==> config.mk <==
export PLATFORM = sky130hd
export DESIGN_NAME = sseg_scan_ctrl
export DESIGN_NICKNAME = d
export VERILOG_FILES = /design/src/rtl/sseg_scan_ctrl.sv
export SDC_FILE = /design/constraint.sdc
export NUM_CORES = 1
export LEC_CHECK = 0
export ABC_AREA = 1
export CORE_MARGIN = 4
export CORE_UTILIZATION = 51
export CTS_CLUSTER_DIAMETER = 150
export CTS_CLUSTER_SIZE = 10
export DETAILED_ROUTE_END_ITERATION = 6
export PLACE_DENSITY = 0.76
export REMOVE_ABC_BUFFERS = 1
export SLEW_MARGIN = 30
export SYNTH_ARGS = -nofsm -noshare
export SYNTH_HDL_FRONTEND = slang
export SYNTH_SLANG_ARGS = --single-unit
==> constraint.sdc <==
create_clock -name clk -period 1.6 [get_ports clk]
set_input_delay 0.32 -clock clk [delete_from_list [all_inputs] [get_ports clk]]
set_output_delay 0.32 -clock clk [all_outputs]
set_load 0.01 [all_outputs]
==> src/rtl/sseg_scan_ctrl.sv <==
// Multiplexed seven-segment scan controller: prescaled digit scan, PWM dimming,
// frame-synchronous double-buffered display data and registered active-low outputs.
module sseg_scan_ctrl #(
    parameter int NDIG     = 4,
    parameter int PRESCALE = 50000
) (
    input  logic                clk,
    input  logic                reset_n,
    input  logic                load,
    input  logic [4*NDIG-1:0]   hex_in,
    input  logic [8*NDIG-1:0]   raw_in,
    input  logic [NDIG-1:0]     dp_in,
    input  logic [NDIG-1:0]     blank_in,
    input  logic                raw_mode,
    input  logic [3:0]          bright,
    output logic [NDIG-1:0]     an,
    output logic [7:0]          sseg,
    output logic                frame_done
);

    localparam int PW = $clog2(PRESCALE);
    localparam int IW = $clog2(NDIG);
    localparam logic [PW-1:0] PLAST = PW'(PRESCALE - 1);
    localparam logic [IW-1:0] ILAST = IW'(NDIG - 1);

    logic [PW-1:0]       presc_q, presc_d;
    logic [IW-1:0]       idx_q, idx_d;
    logic [3:0]          pwm_q, pwm_d;
    logic                pend_q, pend_d;
    logic [4*NDIG-1:0]   pnd_hex_q, pnd_hex_d, hex_q, hex_d;
    logic [8*NDIG-1:0]   pnd_raw_q, pnd_raw_d, raw_q, raw_d;
    logic [NDIG-1:0]     pnd_dp_q, pnd_dp_d, dp_q, dp_d;
    logic [NDIG-1:0]     pnd_blank_q, pnd_blank_d, blank_q, blank_d;
    logic                pnd_rawm_q, pnd_rawm_d, rawm_q, rawm_d;
    logic [NDIG-1:0]     an_q, an_d;
    logic [7:0]          sseg_q, sseg_d;
    logic                fd_q, fd_d;
    logic                tick, wrap, lit;

    logic [3:0] hex_dig [NDIG];
    logic [7:0] raw_dig [NDIG];

    for (genvar gi = 0; gi < NDIG; gi++) begin : g_dig
        assign hex_dig[gi] = hex_q[4*gi +: 4];
        assign raw_dig[gi] = raw_q[8*gi +: 8];
    end

    function automatic logic [6:0] hex7(input logic [3:0] h);
        case (h)
            4'h0: return 7'h40;
            4'h1: return 7'h79;
            4'h2: return 7'h24;
            4'h3: return 7'h30;
            4'h4: return 7'h19;
            4'h5: return 7'h12;
            4'h6: return 7'h02;
            4'h7: return 7'h78;
            4'h8: return 7'h00;
            4'h9: return 7'h10;
            4'hA: return 7'h08;
            4'hB: return 7'h03;
            4'hC: return 7'h46;
            4'hD: return 7'h21;
            4'hE: return 7'h06;
            default: return 7'h0E;
        endcase
    endfunction

    always_comb begin
        tick        = (presc_q == PLAST);
        wrap        = tick && (idx_q == ILAST);
        presc_d     = tick ? '0 : presc_q + PW'(1);
        idx_d       = idx_q;
        if (tick) idx_d = (idx_q == ILAST) ? '0 : idx_q + IW'(1);
        pwm_d       = (pwm_q == 4'd14) ? 4'd0 : pwm_q + 4'd1;
        fd_d        = wrap;

        pend_d      = pend_q;
        pnd_hex_d   = pnd_hex_q;
        pnd_raw_d   = pnd_raw_q;
        pnd_dp_d    = pnd_dp_q;
        pnd_blank_d = pnd_blank_q;
        pnd_rawm_d  = pnd_rawm_q;
        hex_d       = hex_q;
        raw_d       = raw_q;
        dp_d        = dp_q;
        blank_d     = blank_q;
        rawm_d      = rawm_q;

        if (load) begin
            pend_d      = 1'b1;
            pnd_hex_d   = hex_in;
            pnd_raw_d   = raw_in;
            pnd_dp_d    = dp_in;
            pnd_blank_d = blank_in;
            pnd_rawm_d  = raw_mode;
        end
        // A load landing on the wrap tick bypasses the buffer so it is shown this frame.
        if (wrap) begin
            pend_d = 1'b0;
            if (load) begin
                hex_d   = hex_in;
                raw_d   = raw_in;
                dp_d    = dp_in;
                blank_d = blank_in;
                rawm_d  = raw_mode;
            end else if (pend_q) begin
                hex_d   = pnd_hex_q;
                raw_d   = pnd_raw_q;
                dp_d    = pnd_dp_q;
                blank_d = pnd_blank_q;
                rawm_d  = pnd_rawm_q;
            end
        end

        lit    = (presc_q != '0) && !blank_q[idx_q] && (pwm_q < bright);
        an_d   = '1;
        sseg_d = 8'hFF;
        if (lit) begin
            an_d   = ~(NDIG'(1) << idx_q);
            sseg_d = rawm_q ? raw_dig[idx_q] : {~dp_q[idx_q], hex7(hex_dig[idx_q])};
        end
    end

    always_ff @(posedge clk or negedge reset_n) begin
        if (!reset_n) begin
            presc_q     <= '0;
            idx_q       <= '0;
            pwm_q       <= '0;
            pend_q      <= 1'b0;
            pnd_hex_q   <= '0;
            pnd_raw_q   <= '1;
            pnd_dp_q    <= '0;
            pnd_blank_q <= '1;
            pnd_rawm_q  <= 1'b0;
            hex_q       <= '0;
            raw_q       <= '1;
            dp_q        <= '0;
            blank_q     <= '1;
            rawm_q      <= 1'b0;
            an_q        <= '1;
            sseg_q      <= 8'hFF;
            fd_q        <= 1'b0;
        end else begin
            presc_q     <= presc_d;
            idx_q       <= idx_d;
            pwm_q       <= pwm_d;
            pend_q      <= pend_d;
            pnd_hex_q   <= pnd_hex_d;
            pnd_raw_q   <= pnd_raw_d;
            pnd_dp_q    <= pnd_dp_d;
            pnd_blank_q <= pnd_blank_d;
            pnd_rawm_q  <= pnd_rawm_d;
            hex_q       <= hex_d;
            raw_q       <= raw_d;
            dp_q        <= dp_d;
            blank_q     <= blank_d;
            rawm_q      <= rawm_d;
            an_q        <= an_d;
            sseg_q      <= sseg_d;
            fd_q        <= fd_d;
        end
    end

    assign an         = an_q;
    assign sseg       = sseg_q;
    assign frame_done = fd_q;

endmodule
==> impl_metrics.env, run 1 <==
export IMPL_outcome="finished, violations left"
export IMPL_violations="setup timing"
export IMPL_final_hold_violation_count=0
export IMPL_grt_max_degree=58
export IMPL_root_buffer="clkbuf_16"
export IMPL_synth_seq_area_share_pct=55.8
export IMPL_end_kind="flip-flop"
export IMPL_ant_nets=0
export IMPL_fmax_mhz=599
export IMPL_synth_flop_cell="dfstp_2"
export IMPL_rows=42
export IMPL_synth_seq_cells=150
export IMPL_period_share_pct=104
export IMPL_worst_slack_ps=-70.1
export IMPL_route_detailed_drc=0
export IMPL_setup_viol=37
export IMPL_drtPass1Iterations=7
export IMPL_drt_initial_drc_count=393
export IMPL_slew_limit_headroom_pct=58.0
export IMPL_skew_ps=19.6
export IMPL_cp_required_ps=1980
export IMPL_min_period_ps=1670
export IMPL_synth_distinct_cells=28
export IMPL_die_y_um=124
export IMPL_final_area_um2=9380
export IMPL_antenna_found_initial=1
export IMPL_dp_final_hpwl_um=10600
export IMPL_start_util_pct=52.3
export IMPL_fillers=1008
export IMPL_n_antenna_cell=0
export IMPL_ys_warnings_count=0
export IMPL_powerDensity_nw_per_um2=951
export IMPL_track_usage_pct=20.9
export IMPL_syn_to_final_growth_pct=35.5
export IMPL_drv_slew=0
export IMPL_tritoncts="done"
export IMPL_grt_pass1_vias=5728
export IMPL_r2r_setup_slack_ps=-70
export IMPL_num_nets_final=1067
export IMPL_port_buffers=76
export IMPL_core_area_um2=13200
export IMPL_wl_per_cell_um=14.6
export IMPL_gr_total_overflow=0
export IMPL_wirelength_um=17200
export IMPL_clock_latency_ps=440
export IMPL_cp_arrival_ps=2050
export IMPL_die_area_um2=15500
export IMPL_worstSetupStartpointType="flip-flop"
export IMPL_gp_congestion=0.901
export IMPL_cts_sink_count=150
export IMPL_avgViaCountPerCell=5.03
export IMPL_rsz0062_at_grt="true"
export IMPL_die_w_um=124
export IMPL_maxCapViolCount=0
export IMPL_final_layout_size_suffix_gt1_share_pct=28.1
export IMPL_cts_buffer_depth=2
export IMPL_crit_type="flip-flop to flip-flop"
export IMPL_async_flop_share_pct=100
export IMPL_syn_instance_count=859
export IMPL_worst_slew_pin_transition_ps=629
export IMPL_most_common_layout_cells="423 x nand2_1, 84 x dfstp_2, 65 x dfrtp_1"
export IMPL_synth_edff_count=0
export IMPL_vias=5917
export IMPL_hp_class="input port to async pin"
export IMPL_cts_made_buffers=17
export IMPL_power_leakage_nw=4.64
export IMPL_utilization_pct=70.8
export IMPL_synth_avg_cell_area_um2=8.06
export IMPL_io_pins=77
export IMPL_ir_drop_mv=0.723
export IMPL_synth_area_um2=6920
export IMPL_place_area_um2=8180
export IMPL_crit_fanout=6
export IMPL_layout_commonest_cell="nand2_1"
export IMPL_clk_pin_slew_ps=60
export IMPL_cts_htree_levels=4
export IMPL_grt_pass1_wl_um=26500
==> stage by stage <==
stage / hold slack, ps / setup slack (ps) / TNS (ps) / instances / total power, mW
2_1_floorplan: 24.4 / -839 / -55470 / 826 / 4.52
3_3_place_gp: 250 / -231 / -2250 / 1131 / 4.95
3_5_place_dp: 248 / -243 / -2480 / 1131 / 4.97
4_1_cts: 362 / 0.0573 / 0 / 1168 / 8.87
5_1_grt: 398 / -173 / -7130 / 1177 / 9.23
6_report: 369 / -70.1 / -1010 / 1177 / 8.92
==> final timing paths <==
path / startpoint / end / cells after the start
setup reg to reg: idx_q[0]$_DFFE_PN0N_ / sseg[1]$_DFF_PN1_ / 10
hold reg to reg: hex_q[15]$_DFFE_PN0P_ / hex_q[15]$_DFFE_PN0P_ / 2
min in group clk: raw_in[23] / pnd_raw_q[23]$_DFFE_PN1P_ / 3
max in group asynchronous: reset_n / pnd_raw_q[22]$_DFFE_PN1P_ / 3
setup / recovery: idx_q[0]$_DFFE_PN0N_ / sseg[1]$_DFF_PN1_ / 10
hold / removal: reset_n / pnd_hex_q[5]$_DFFE_PN0P_ / 2
==> registers in the layout, summed over array words and instances, names as in the netlist, 8 cells and up <==
name,flops
pnd_raw_q,32
raw_q,32
hex_q,16
pnd_hex_q,16
presc_q,16
sseg,8
==> layer usage <==
metal	vias up	routed length, um	GRT usage (%)
met5	-	0	0
met3	29	932	4.80
met4	0	230	7.48
met1	2811	7530	28.2
li1	2904	-	-
met2	173	8510	33.4
==> worst max-delay path, cell delays in order (launching register included) <==
cell,delay (ps)
dfrtp_1,420
inv_2,100
buf_6,140
nand2_4,50
nand3_4,70
nand2_4,100
ha_4,280
nand3_2,90
a21oi_1,160
nand2_1,90
nand2_1,90
==> cell type report <==
type	count	area, um^2	share of cell area (%)
Clock buffer	21	450	4.80
Multi-Input combinational cell	633	3110	33.2
Sequential cell	150	3860	41.2
Timing Repair Buffer	143	1440	15.3
Inverter	43	173	1.84
Tap cell	176	220	2.35
Clock inverter	11	125	1.33
==> synthesized netlist by cell type, types with 2 or more instances <==
library cell	count	area (um^2)
dfstp_2	84	2210
xor2_1	6	52.6
nor3_1	11	55.1
buf_6	7	78.8
o21ai_0	13	65.1
buf_2	6	30.0
nand3_1	37	185
a21oi_1	20	100
nor2_2	5	31.3
nand4_1	3	18.8
or2_2	2	12.5
nand2_2	2	12.5
ha_1	15	188
clkbuf_1	13	48.8
nand2_1	471	1770
inv_1	41	154
dfrtp_1	66	1650
nor2_1	41	154
buf_1	6	22.5
inv_2	2	7.51
==> what timing repair did <==
action | CTS | global route
endpoints found under the setup margin | 36 | 70
pin swaps | 1 | 33
resized for setup | 22 | 120
buffers inserted | 4 | 5
gates cloned | 0 | 4
hold buffers | 1 | 0
hold endpoints to repair | 5 | 0
==> power by group <==
group,switching [mW],internal [mW]
Sequential,0.0891,4.11
Clock,1.60,2.34
Combinational,0.438,0.343
==> logic make-up after synthesis <==
family,count (synthesis),share of synthesized area [%]
flip-flops,150,55.8
buffers and inverters,76,5.04
XOR/XNOR,7,0.886
AND/OR/NAND/NOR,575,32.9
adder cells (fa/ha/maj),15,2.71
AO/OA/AOI/OAI,36,2.71
No activity file was read; power rests on OpenSTA's default activity.
==> inputs of run 2 (changes only) <==
--- a/config.mk
+++ b/config.mk
@@ -7,12 +7,13 @@
 export LEC_CHECK = 0
 export ABC_AREA = 1
 export CORE_MARGIN = 4
-export CORE_UTILIZATION = 51
+export CORE_UTILIZATION = 56
 export CTS_CLUSTER_DIAMETER = 150
 export CTS_CLUSTER_SIZE = 10
 export DETAILED_ROUTE_END_ITERATION = 6
-export PLACE_DENSITY = 0.76
+export PLACE_DENSITY = 0.79
 export REMOVE_ABC_BUFFERS = 1
+export SKIP_CTS_REPAIR_TIMING = 1
 export SLEW_MARGIN = 30
 export SYNTH_ARGS = -nofsm -noshare
 export SYNTH_HDL_FRONTEND = slang
==> constraint.sdc (replaced) <==
create_clock -name clk -period 1.7 [get_ports clk]
set_input_delay 0.34 -clock clk [delete_from_list [all_inputs] [get_ports clk]]
set_output_delay 0.34 -clock clk [all_outputs]
set_load 0.01 [all_outputs]
==> run 2 against run 1 <==
Compared with the run above: the flow still finishes with violations (setup timing); wire length is 6.5% higher; clock power about the same; critical path depth is 1 higher; power fell by 3.1%; non-clock buffer count is 5 lower; first-iteration DRC count rose by 69%; sequential power is 6.0% lower; core utilization rose by 7.1 points; die area shrank 8.4%; worst hold slack gained 61 ps; worst setup slack worse by 140 ps.
==> impl_metrics.env, run 2 (synthesis gave the netlist of run 1 again) <==
export IMPL_n_antenna_cell=0
export IMPL_most_common_layout_cells="427 x nand2_1, 84 x dfstp_2, 66 x dfrtp_1"
export IMPL_outcome="finished, violations left"
export IMPL_utilization_pct=78.0
export IMPL_drv_slew=0
export IMPL_critPathTopFamily="simple AND/OR/NAND/NOR gates"
export IMPL_pre_cts_ws_ps=-215
export IMPL_drtPass1Iterations=6
export IMPL_worstSetupStartpointType="flip-flop"
export IMPL_cts_made_buffers=17
export IMPL_num_nets_final=1062
export IMPL_root_buffer="clkbuf_16"
export IMPL_wl_per_cell_um=15.7
export IMPL_cp_required_ps=2070
export IMPL_crit_slowest_cell="dfrtp_1"
export IMPL_worst_slew_pin_transition_ps=546
export IMPL_crit_chain="ha_2, nand2_2, inv_2, nand2_4, nor2_4, nand2_4, nor3_4, buf_4, clkbuf_16, nand2_1, nand2_1"
export IMPL_final_hold_violation_count=0
export IMPL_period_share_pct=112
export IMPL_cts_sink_count=150
export IMPL_min_period_ps=1910
export IMPL_cts_htree_levels=4
export IMPL_vias=6070
export IMPL_wirelength_um=18300
export IMPL_clk_pin_slew_ps=60
export IMPL_cts_buffer_depth=2
export IMPL_drt_initial_drc_count=666
export IMPL_skew_ps=5.94
export IMPL_grt_max_degree=47
export IMPL_timing_rr_start="presc_q[1]$_DFF_PN0_"
export IMPL_fmax_mhz=523
export IMPL_io_pins=77
export IMPL_start_util_pct=57.4
export IMPL_maxCapViolCount=0
export IMPL_cp_num_buf_inv=3
export IMPL_slowest_delay_ps=370
export IMPL_violations="setup timing"
export IMPL_hp_class="input port to async pin"
export IMPL_crit_type="flip-flop to flip-flop"
export IMPL_dp_final_hpwl_um=10400
export IMPL_place_area_um2=8100
export IMPL_reg_top3="pnd_raw_q (32), raw_q (32)"
export IMPL_route_detailed_drc=0
export IMPL_power_leakage_nw=4.72
export IMPL_gr_total_overflow=0
export IMPL_final_layout_size_suffix_gt1_share_pct=26.0
export IMPL_worst_slack_ps=-211
export IMPL_layout_commonest_cell="nand2_1"
export IMPL_ant_nets=0
export IMPL_powerDensity_nw_per_um2=919
export IMPL_tritoncts="done"
export IMPL_grt_pass1_vias=5629
export IMPL_track_usage_pct=23.1
export IMPL_avgViaCountPerCell=5.21
export IMPL_rsz0062_at_grt="true"
export IMPL_die_area_um2=14200
export IMPL_gp_congestion=0.911
export IMPL_syn_to_final_growth_pct=35.9
export IMPL_critPathLaunch="presc_q[1]$_DFF_PN0_"
export IMPL_cp_arrival_ps=2280
export IMPL_slew_limit_headroom_pct=63.6
export IMPL_crit_fanout=6
export IMPL_ir_drop_mv=0.987
export IMPL_end_kind="flip-flop"
export IMPL_grt_pass1_wl_um=26100
export IMPL_rows=40
export IMPL_port_buffers=76
export IMPL_p_total_mw=8.64
export IMPL_final_area_um2=9400
export IMPL_antenna_found_initial=0
export IMPL_die_y_um=119
export IMPL_core_area_um2=12100
export IMPL_setup_viol=64
export IMPL_die_w_um=119
export IMPL_clock_latency_ps=430
==> run 2: cell types whose count changed in the layout (fill, tap and decap cells not counted), moves of 5 or more <==
cell	previous run	this run
dlymetal6s2s_1	1	12
buf_6	16	8
nand3_2	15	9
nand3_1	20	26
dlygate4sd2_1	10	0
nand2_2	35	30
==> run 2: metrics by stage <==
stage	hold slack [ps]	setup TNS [ps]	instances
2_1_floorplan	44.4	-48390	826
3_3_place_gp	298	-1640	1112
3_5_place_dp	295	-1910	1112
4_1_cts	-160	-2510	1144
5_1_grt	432	-14510	1164
6_report	430	-9920	1164
==> run 2: path summary, 6_finish.rpt <==
path,depth (start not counted),slack [ps],to
min in group clk,3,430,pnd_raw_q[16]$_DFFE_PN1P_
max in group asynchronous,3,620,pnd_raw_q[2]$_DFFE_PN1P_
hold / removal,2,430,pnd_hex_q[14]$_DFFE_PN0P_
setup reg to reg,11,-210,raw_q[5]$_DFFE_PN1P_
setup / recovery,11,-210,raw_q[5]$_DFFE_PN1P_
hold reg to reg,2,470,raw_q[12]$_DFFE_PN1P_
==> run 2: worst reg2reg max path: stages (launching register included) <==
cell and delay, ps:
dfrtp_1 370, ha_2 210, nand2_2 70, inv_2 100
nand2_4 60, nor2_4 120, nand2_4 80, nor3_4 320
buf_4 200, clkbuf_16 150, nand2_1 80, nand2_1 90
==> run 2: layer usage <==
| layer | part of all wire, % | up-vias | track usage [%] |
|---|---|---|---|
| met3 | 6.7 | 52 | 6.51 |
| met4 | 2.7 | 0 | 8.62 |
| li1 | - | 2887 | - |
| met1 | 40 | 2897 | 28.9 |
| met2 | 51 | 234 | 38.1 |
| met5 | 0 | - | 0 |
==> run 2: cell type report <==
cell class,instances,area [um^2]
flip-flops and latches,150,3860
multi-input cells,633,3070
fillers,781,2660
repair buffers,138,1470
clock buffers,24,472
well taps,168,210
inverters,43,170
clock inverters,8,146
==> run 2: power by group <==
| part | internal [mW] | switching, mW | leakage, nW |
|---|---|---|---|
| logic | 0.325 | 0.407 | 2.69 |
| clock network | 2.53 | 1.43 | 0.298 |
| registers | 3.87 | 0.0866 | 1.73 |
==> inputs of run 3 (changes only) <==
--- a/config.mk
+++ b/config.mk
@@ -11,7 +11,7 @@
 export CTS_CLUSTER_DIAMETER = 150
 export CTS_CLUSTER_SIZE = 10
 export DETAILED_ROUTE_END_ITERATION = 6
-export PLACE_DENSITY = 0.79
+export PLACE_DENSITY = 0.88
 export REMOVE_ABC_BUFFERS = 1
 export SKIP_CTS_REPAIR_TIMING = 1
 export SLEW_MARGIN = 30
==> run 3 against run 2 <==
Compared with the run above: the flow still finishes with violations (setup timing); combinational power increased by 2%; clock skew is 2.6 ps higher; critical endpoint is now dp_q[1]$_DFFE_PN0P_; via count up 6.4%; largest power group is now registers.
==> impl_metrics.env, run 3 (synthesis gave the netlist of run 1 again) <==
export IMPL_outcome="finished, violations left"
export IMPL_cts_made_buffers=17
export IMPL_die_y_um=119
export IMPL_crit_chain="ha_2, nand2_2, inv_2, nand2_4, nor2_4, nand2_4, nor2_4, nand2_4, clkbuf_16, nand2_2, nand2_1"
export IMPL_end_kind="flip-flop"
export IMPL_dp_cells=1111
export IMPL_most_common_layout_cells="401 x nand2_1, 84 x dfstp_2, 65 x dfrtp_1"
export IMPL_r2r_setup_slack_ps=-270
export IMPL_worst_slew_pin_transition_ps=603
export IMPL_track_usage_pct=23.9
export IMPL_layout_commonest_cell="nand2_1"
export IMPL_holdPathEnd="pnd_raw_q[18]$_DFFE_PN1P_"
export IMPL_slew_limit_headroom_pct=59.8
export IMPL_clk_pin_slew_ps=60
export IMPL_crit_fanout=5
export IMPL_vias=6456
export IMPL_cts_sink_count=150
export IMPL_power_leakage_nw=4.66
export IMPL_min_period_ps=1970
export IMPL_ir_drop_mv=0.889
export IMPL_avgViaCountPerCell=5.51
export IMPL_cp_num_buf_inv=2
export IMPL_core_area_um2=12100
export IMPL_grt_pass1_vias=5818
export IMPL_timing_rr_start="presc_q[1]$_DFF_PN0_"
export IMPL_root_buffer="clkbuf_16"
export IMPL_final_hold_violation_count=0
export IMPL_fmax_mhz=508
export IMPL_holdPathStages=3
export IMPL_num_nets_final=1069
export IMPL_rsz0062_at_grt="true"
export IMPL_syn_to_final_growth_pct=38.7
export IMPL_fillers=669
export IMPL_worst_slack_ps=-268
export IMPL_drtPass1Iterations=5
export IMPL_drt_initial_drc_count=730
export IMPL_die_w_um=119
export IMPL_critPathTopFamily="simple AND/OR/NAND/NOR gates"
export IMPL_r2r_end="dp_q[1]$_DFFE_PN0P_"
export IMPL_die_area_um2=14200
export IMPL_setup_viol=64
export IMPL_min_from="load"
export IMPL_start_util_pct=57.4
export IMPL_place_area_um2=8080
export IMPL_cp_required_ps=2020
export IMPL_period_share_pct=116
export IMPL_dp_final_hpwl_um=11000
export IMPL_final_layout_size_suffix_gt1_share_pct=28.9
export IMPL_wirelength_um=21000
export IMPL_worstSetupStartpointType="flip-flop"
export IMPL_skew_ps=8.56
export IMPL_cts_buffer_depth=2
export IMPL_maxCapViolCount=0
export IMPL_rows=40
export IMPL_setup_tns_ps=-12770
export IMPL_cts_htree_levels=4
export IMPL_violations="setup timing"
export IMPL_wl_per_cell_um=17.9
export IMPL_clock_latency_ps=430
export IMPL_n_antenna_cell=0
export IMPL_slowest_delay_ps=400
export IMPL_crit_type="flip-flop to flip-flop"
export IMPL_io_pins=77
export IMPL_reg_top3="pnd_raw_q (32), raw_q (32)"
export IMPL_drv_slew=0
export IMPL_gp_congestion=0.887
export IMPL_tritoncts="done"
export IMPL_route_detailed_drc=0
export IMPL_gr_total_overflow=0
export IMPL_r2r_cells=11
export IMPL_grt_pass1_wl_um=27200
export IMPL_cp_arrival_ps=2280
export IMPL_hp_class="input port to flip-flop"
export IMPL_crit_slowest_cell="dfrtp_1"
export IMPL_pre_cts_ws_ps=-204
export IMPL_grt_max_degree=43
export IMPL_crit_path_frequent_cell="nand2_4"
export IMPL_powerDensity_nw_per_um2=901
export IMPL_antenna_found_initial=0
export IMPL_port_buffers=76
export IMPL_instances_no_fill=1171
export IMPL_ant_nets=0
export IMPL_final_area_um2=9600
-- run 3: how the worst max path moves through the flow --
stage                    startpoint                   to  slack [ps]  cells past startpoint
2_1_floorplan  idx_q[0]$_DFFE_PN0N_  dp_q[0]$_DFFE_PN0P_        -740                      5
3_3_place_gp              bright[3]    sseg[0]$_DFF_PN1_        -140                      8
3_5_place_dp              bright[3]    sseg[6]$_DFF_PN1_        -200                      8
4_1_cts           sseg[5]$_DFF_PN1_              sseg[5]        -160                      1
5_1_grt        presc_q[1]$_DFF_PN0_  dp_q[1]$_DFFE_PN0P_        -310                     11
6_report       presc_q[1]$_DFF_PN0_  dp_q[1]$_DFFE_PN0P_        -270                     11
-- run 3: worst register-to-register path: stages, from the launching register on --
cell	delay, ps
dfrtp_1	400
ha_2	230
nand2_2	70
inv_2	100
nand2_4	70
nor2_4	120
nand2_4	90
nor2_4	280
nand2_4	170
clkbuf_16	210
nand2_2	50
nand2_1	60
-- run 3: area by class of cell --
type | instances | area [um^2] | share of cell area (%)
timing repair buffer | 144 | 1630 | 16.9
multi-input combinational | 634 | 3120 | 32.5
clock inverter | 14 | 175 | 1.83
tap | 168 | 210 | 2.19
inverter | 43 | 170 | 1.77
clock buffer | 18 | 439 | 4.58
sequential | 150 | 3860 | 40.2
-- run 3: power breakdown --
part           switching, mW  internal, mW  total, mW  leakage (nW)
clock                   1.56          2.36       3.92         0.293
combinational          0.409         0.338      0.747          2.64
sequential             0.108          3.87       3.97          1.73
-- run 3: per-layer routing --
layer,share of wire [%],vias up,track usage (%)
met5,0,-,0
met1,37,3070,30.5
met3,8.5,99,5.75
li1,-,2915,-
met4,4.7,0,8.47
met2,50,372,39.7
-- run 3: through the flow --
step | total power, mW | hold WS [ps] | utilization [%]
2_1_floorplan | 4.26 | 44.4 | -
3_3_place_gp | 4.66 | 289 | 67.0
3_5_place_dp | 4.69 | 291 | 67.0
4_1_cts | 8.55 | -157 | 72.1
5_1_grt | 8.92 | 264 | 79.6
6_report | 8.64 | 253 | 79.6
